File: config.mk
export PLATFORM = sky130hd
export DESIGN_NAME = pipe_share_ctrl
export DESIGN_NICKNAME = d
export VERILOG_FILES = /design/src/rtl/pipe_share_pkg.sv /design/src/rtl/pipe_share_ctrl_arb.sv /design/src/rtl/pipe_share_ctrl.sv
export SDC_FILE = /design/constraint.sdc
export NUM_CORES = 1
export LEC_CHECK = 0
export ABC_AREA = 0
export CELL_PAD_IN_SITES_DETAIL_PLACEMENT = 1
export CELL_PAD_IN_SITES_GLOBAL_PLACEMENT = 1
export CORE_MARGIN = 2
export CORE_UTILIZATION = 29
export CTS_CLUSTER_DIAMETER = 30
export DETAILED_ROUTE_END_ITERATION = 7
export HOLD_SLACK_MARGIN = 0.08
export PLACE_DENSITY_LB_ADDON = 0.1
export REMOVE_ABC_BUFFERS = 1
export SYNTH_ARGS = -nofsm -noshare
export SYNTH_HDL_FRONTEND = slang
export SYNTH_HIERARCHICAL = 1
export SYNTH_SLANG_ARGS = --single-unit
File: constraint.sdc
create_clock -name clk -period 3.1 [get_ports clk]
set_clock_uncertainty 0.2 [all_clocks]
set_input_delay 0.62 -clock clk [delete_from_list [all_inputs] [get_ports clk]]
set_output_delay 0.62 -clock clk [all_outputs]
set_load 0.02 [all_outputs]
File: src/rtl/pipe_share_pkg.sv
// Shared types for the pipeline-sharing controller.
// FSM states, tag layout and ID width helper.
package pipe_share_pkg;

    typedef enum logic [1:0] {
        ST_RUN   = 2'd0,
        ST_DRAIN = 2'd1,
        ST_CLEAR = 2'd2
    } state_e;

    // wide enough for up to 16 requesters
    localparam int TAG_ID_W = 4;

    typedef struct packed {
        logic                valid;
        logic [TAG_ID_W-1:0] id;
    } tag_t;

    function automatic int id_width(input int n);
        return (n <= 2) ? 1 : $clog2(n);
    endfunction

endpackage

File: src/rtl/pipe_share_ctrl_arb.sv
// Round-robin arbiter with internal pointer register.
// Searches upward from the pointer and wraps.
module pipe_rr_arbiter
    import pipe_share_pkg::*;
#(
    parameter  int NUM_REQ = 4,
    localparam int ID_W    = id_width(NUM_REQ)
) (
    input  logic               clk,
    input  logic               sync_rst,
    input  logic [NUM_REQ-1:0] req,
    input  logic               enable,
    output logic [NUM_REQ-1:0] grant,
    output logic [ID_W-1:0]    grant_idx,
    output logic               grant_valid
);

    logic [ID_W-1:0] ptr_q;
    logic [ID_W-1:0] ptr_d;
    logic [ID_W:0]   cand;
    logic            found;

    // first active request at or after the pointer, modulo NUM_REQ
    always_comb begin
        found     = 1'b0;
        grant_idx = '0;
        cand      = '0;
        for (int k = 0; k < NUM_REQ; k++) begin
            cand = {1'b0, ptr_q} + (ID_W+1)'(k);
            if (cand >= (ID_W+1)'(NUM_REQ)) begin
                cand = cand - (ID_W+1)'(NUM_REQ);
            end
            if (!found && req[cand[ID_W-1:0]]) begin
                found     = 1'b1;
                grant_idx = cand[ID_W-1:0];
            end
        end
        grant_valid = found & enable;
        grant       = '0;
        if (grant_valid) begin
            grant[grant_idx] = 1'b1;
        end
        ptr_d = ptr_q;
        if (grant_valid) begin
            ptr_d = (grant_idx == ID_W'(NUM_REQ - 1)) ? '0
                                                      : grant_idx + ID_W'(1);
        end
    end

    // pointer register, moves past the last winner
    always_ff @(posedge clk) begin
        if (sync_rst) begin
            ptr_q <= '0;
        end else begin
            ptr_q <= ptr_d;
        end
    end

endmodule

File: src/rtl/pipe_share_ctrl.sv
// Shares one fixed-latency pipeline between NUM_REQ requesters.
// Arbitrates, tags beats, routes results and sequences flushes.
module pipe_share_ctrl
    import pipe_share_pkg::*;
#(
    parameter  int NUM_REQ  = 4,
    parameter  int WIDTH    = 16,
    parameter  int PIPE_LAT = 3,
    localparam int ID_W     = id_width(NUM_REQ)
) (
    input  logic                     clk,
    input  logic                     sync_rst,
    input  logic [NUM_REQ-1:0]       req_valid,
    input  logic [NUM_REQ*WIDTH-1:0] req_data,
    output logic [NUM_REQ-1:0]       req_ready,
    output logic                     pipe_valid_o,
    output logic [WIDTH-1:0]         pipe_data_o,
    output logic                     pipe_sync_rst,
    input  logic                     pipe_valid_i,
    input  logic [WIDTH-1:0]         pipe_data_i,
    output logic                     rsp_valid,
    output logic [WIDTH-1:0]         rsp_data,
    output logic [ID_W-1:0]          rsp_id,
    input  logic                     flush_req,
    output logic                     flush_done,
    output logic                     busy,
    output logic                     seq_err
);

    localparam int CNT_W = $clog2(PIPE_LAT + 2);

    logic [NUM_REQ-1:0]  grant;
    logic [ID_W-1:0]     grant_idx;
    logic                grant_valid;
    logic                arb_en;

    state_e              state_q, state_d;
    logic                pvalid_q, pvalid_d;
    logic [WIDTH-1:0]    pdata_q, pdata_d;
    logic [ID_W-1:0]     issue_id_q, issue_id_d;
    tag_t [PIPE_LAT-1:0] tags_q, tags_d;
    tag_t                tag_exit;
    logic [CNT_W-1:0]    inflight_q, inflight_d;
    logic                rsp_valid_q, rsp_valid_d;
    logic [WIDTH-1:0]    rsp_data_q, rsp_data_d;
    logic [ID_W-1:0]     rsp_id_q, rsp_id_d;
    logic                flush_done_q, flush_done_d;
    logic                seq_err_q, seq_err_d;
    logic                prst_q, prst_d;

    assign arb_en = !sync_rst && (state_q == ST_RUN) && !flush_req;

    pipe_rr_arbiter #(
        .NUM_REQ (NUM_REQ)
    ) u_arb (
        .clk         (clk),
        .sync_rst    (sync_rst),
        .req         (req_valid),
        .enable      (arb_en),
        .grant       (grant),
        .grant_idx   (grant_idx),
        .grant_valid (grant_valid)
    );

    // next state, issue, tag shift, response routing and error tracking
    always_comb begin
        state_d      = state_q;
        pvalid_d     = grant_valid;
        pdata_d      = pdata_q;
        issue_id_d   = issue_id_q;
        tags_d       = tags_q;
        tag_exit     = tags_q[PIPE_LAT-1];
        rsp_valid_d  = 1'b0;
        rsp_data_d   = rsp_data_q;
        rsp_id_d     = rsp_id_q;
        seq_err_d    = seq_err_q;

        unique case (state_q)
            ST_RUN:   if (flush_req) state_d = ST_DRAIN;
            ST_DRAIN: if (inflight_q == '0 && !pvalid_q) state_d = ST_CLEAR;
            ST_CLEAR: state_d = ST_RUN;
            default:  state_d = ST_RUN;
        endcase

        if (grant_valid) begin
            pdata_d    = req_data[grant_idx*WIDTH +: WIDTH];
            issue_id_d = grant_idx;
        end

        tags_d[0].valid = pvalid_q;
        tags_d[0].id    = TAG_ID_W'(issue_id_q);
        for (int i = 1; i < PIPE_LAT; i++) begin
            tags_d[i] = tags_q[i-1];
        end
        if (state_q == ST_CLEAR) begin
            tags_d = '0;
        end

        inflight_d = inflight_q + CNT_W'(grant_valid) - CNT_W'(tag_exit.valid);

        // pipeline output is stale while its reset is asserted
        if (!prst_q) begin
            if (pipe_valid_i && tag_exit.valid) begin
                rsp_valid_d = 1'b1;
                rsp_data_d  = pipe_data_i;
                rsp_id_d    = ID_W'(tag_exit.id);
            end
            if (pipe_valid_i != tag_exit.valid) begin
                seq_err_d = 1'b1;
            end
        end

        flush_done_d = (state_q == ST_CLEAR);
        prst_d       = (state_d == ST_CLEAR);
    end

    // state and output registers with synchronous reset
    always_ff @(posedge clk) begin
        if (sync_rst) begin
            state_q      <= ST_RUN;
            pvalid_q     <= 1'b0;
            pdata_q      <= '0;
            issue_id_q   <= '0;
            tags_q       <= '0;
            inflight_q   <= '0;
            rsp_valid_q  <= 1'b0;
            rsp_data_q   <= '0;
            rsp_id_q     <= '0;
            flush_done_q <= 1'b0;
            seq_err_q    <= 1'b0;
            prst_q       <= 1'b1;
        end else begin
            state_q      <= state_d;
            pvalid_q     <= pvalid_d;
            pdata_q      <= pdata_d;
            issue_id_q   <= issue_id_d;
            tags_q       <= tags_d;
            inflight_q   <= inflight_d;
            rsp_valid_q  <= rsp_valid_d;
            rsp_data_q   <= rsp_data_d;
            rsp_id_q     <= rsp_id_d;
            flush_done_q <= flush_done_d;
            seq_err_q    <= seq_err_d;
            prst_q       <= prst_d;
        end
    end

    assign req_ready     = grant;
    assign pipe_valid_o  = pvalid_q;
    assign pipe_data_o   = pdata_q;
    assign pipe_sync_rst = prst_q;
    assign rsp_valid     = rsp_valid_q;
    assign rsp_data      = rsp_data_q;
    assign rsp_id        = rsp_id_q;
    assign flush_done    = flush_done_q;
    assign seq_err       = seq_err_q;
    assign busy          = (state_q != ST_RUN) || (inflight_q != '0);

endmodule

==> reports/results.txt <==
element type at the critical path end: output port
grt total ovfl: 0
DR pass1 iterations: 4
Mapped Area: 2580 µm²
CP cell instances: dlygate4sd2_1 -> mux2i_1 -> nor2_1 -> nor4_2 -> buf_4 -> ha_1 -> and2_1 -> clkdlybuf4s15_1
Initial Util: 29.8%
nets: 485
CP arrival: 2160 ps
Slew @ Worst Pin: 735 ps
Chip Height: 98.4 µm
FF+latch count, synth: 57
CP required: 2280 ps
Finish-stage setup viols: 0
first-pass GRT wire length: 12.0 mm
synth top area cells: dfxtp_1 (44%), mux4_2 (7.8%), mux2i_1 (7.8%)
Sequential Area: 1140 µm²
Core Util, Final: 48.5%
CP Buf/Inv Count: 3
Power Total: 0.00180 W
most frequent cells in the layout: clkdlybuf4s50_1 (122), dfxtp_1 (57), nand2_1 (37), nor2_1 (26), a21oi_1 (22)
hpwl dp: 5.43 mm
register area share after synthesis: 44.2%
top-area cell type share of the netlist area: 44.2%
Fin. Hold Viols: 0
layout cells sized above 1: 12.2%
clock tree root driver cell: clkbuf_8
non-filler cells, final: 502
Slowest-stage cell, CP: clkdlybuf4s15_1
H-tree depth: 3
routed via count: 2,337
Final Wtd Congestion: 0.664
CTS sink cnt: 57
placement row count: 34
vias per cell: 4.66
number of global-route vias before repair: 2,598
drt initial violations: 29
Worst slew margin: 51.0%
Fmax achieved: 0.336 GHz
gate family responsible for the most delay along the worst path: buffers and inverters
Port Buffer Count: 131
largest area contributor in the netlist: dfxtp_1
CP max stage delay: 300 ps
DRT Wirelength: 7.14 mm
DRC viols: 0
cts bufs inserted: 9
area of the multi-input gates: 1330 µm²
Final ANT Viol Nets: 0
Setup TNS: 0 ps
die area: 9680 µm²
Yosys warnings: 6
unrepaired setup endpoints after global routing: false
Final period util: 96.1%
core area: 8680 µm²
hold_ws: 224 ps
leakage power: 1.57 nW
power per cell area: 428 nW/µm²
I/O pin total: 132
Hold Crit Class: reg -> reg
WS Path Type: in -> out
status: completed
syn_area_per_cell: 10.4 µm²
largest net degree at the start of global routing: 50
Hold Buf Count CTS: 0
antenna violations before repair: 0
CP Launch Type: input pin
diode count: 0
width of the chip: 98.4 µm
Yosys cell types: 31
CTS tree: built
DP Cell Count: 485
area grow syn2layout: 62.9%
Reg clk slew, reported paths: 60 ps
Post-Syn Instances: 249
DR WL/cell: 14.2 µm
commonest non-fill, non-tap cell in the layout: clkdlybuf4s50_1
Max Cap Viol: 0
CP max FO: 5
min cycle time layout: 2980 ps
Skew-Pair Late Insertion Delay: 330 ps
CTS Buffer Depth: 2
gr usage total: 15.4%
Final Max Slew Viols: 0
IR drop worst, VDD: 0.000161 V
Fillers: 989
## synthesized netlist by cell type, drive strengths merged
| cell type | count |
|---|---|
| a21oi | 23 |
| clkbuf | 3 |
| or3 | 3 |
| nor4 | 3 |
| a211oi | 1 |
| buf | 13 |
| nor3 | 2 |
| inv | 9 |
| o21a | 1 |
| xnor2 | 2 |
| fa | 1 |
| nor2 | 26 |
| o22a | 1 |
| or2b | 1 |
| o21bai | 1 |
| mux4 | 16 |
| ha | 7 |
| and2 | 13 |
| nor4b | 1 |
| nand2b | 2 |
| nand2 | 37 |
| mux2i | 20 |
| nor3b | 1 |
| nor2b | 5 |
| dfxtp | 57 |
## cell families (layout without fill, tap and decap cells)
family,count (synthesis),count (layout),synth area share (%)
adder cells (fa/ha/maj),8,8,4.17
AO/OA/AOI/OAI,27,27,5.91
buffers and inverters,25,170,5.33
multiplexers,36,36,22.7
XOR/XNOR,2,2,0.678
flip-flops,57,57,44.2
AND/OR/NAND/NOR,94,94,17.0
## where the power goes
group	internal [W]	switching [W]	leakage, nW
logic	0.000260	0.000169	1.03
clock network	0.000284	0.000302	0.0818
registers	0.000764	0.0000207	0.462
total	0.00131	0.000492	1.57
## per-stage QoR
stage	setup slack, ps	area, µm²
2_1_floorplan	-2040	2480
3_3_place_gp	-452	4030
3_5_place_dp	-533	4030
4_1_cts	112	4210
5_1_grt	7.41	4210
6_report	120	4210
## state kept, by name, indices dropped and copies added, names as in the netlist, 2 cells and up
| register | flops |
|---|---|
| tag_exit | 3 |
| issue_id_q | 2 |
| rsp_data | 16 |
| rsp_id | 2 |
| inflight_q | 3 |
| u_arb/ptr_q | 2 |
| tags_q | 6 |
| state_q | 2 |
| pipe_data_o | 16 |
## final cells by class
| class | instances | share of cell area (%) |
|---|---|---|
| flip-flops and latches | 57 | 27.1 |
| clock buffers | 10 | 3.03 |
| repair buffers | 145 | 33.4 |
| well taps | 108 | 3.21 |
| multi-input cells | 167 | 31.6 |
| inverters | 9 | 0.803 |
| clock inverters | 6 | 0.833 |
## worst paths after layout
kind	from	endpoint	slack (ps)	cells after the start
setup / recovery	req_valid[0]	req_ready[1]	120	8
hold / removal	tags_q[0]$_SDFF_PP0_	tags_q[5]$_SDFF_PP0_	220	1
setup reg to reg	u_arb/ptr_q[1]$_SDFFE_PP0P_	pipe_data_o[5]$_SDFFE_PP0P_	440	8
hold reg to reg	tags_q[0]$_SDFF_PP0_	tags_q[5]$_SDFF_PP0_	220	1
## timing repair
item                       in CTS  in global routing
setup endpoints to repair       4                  0
resized for setup              21                  0
setup buffers                   1                  0
## layer usage
layer	global-route usage, %	vias to the layer above	wire (µm)	share of wire [%]
met5	0	-	0	0
met4	6.11	0	84	1.2
met3	6.87	8	754	11
met1	17.4	1101	2920	41
met2	25.4	95	3390	47
li1	-	1133	-	-
No activity file was read; power rests on OpenSTA's default activity.
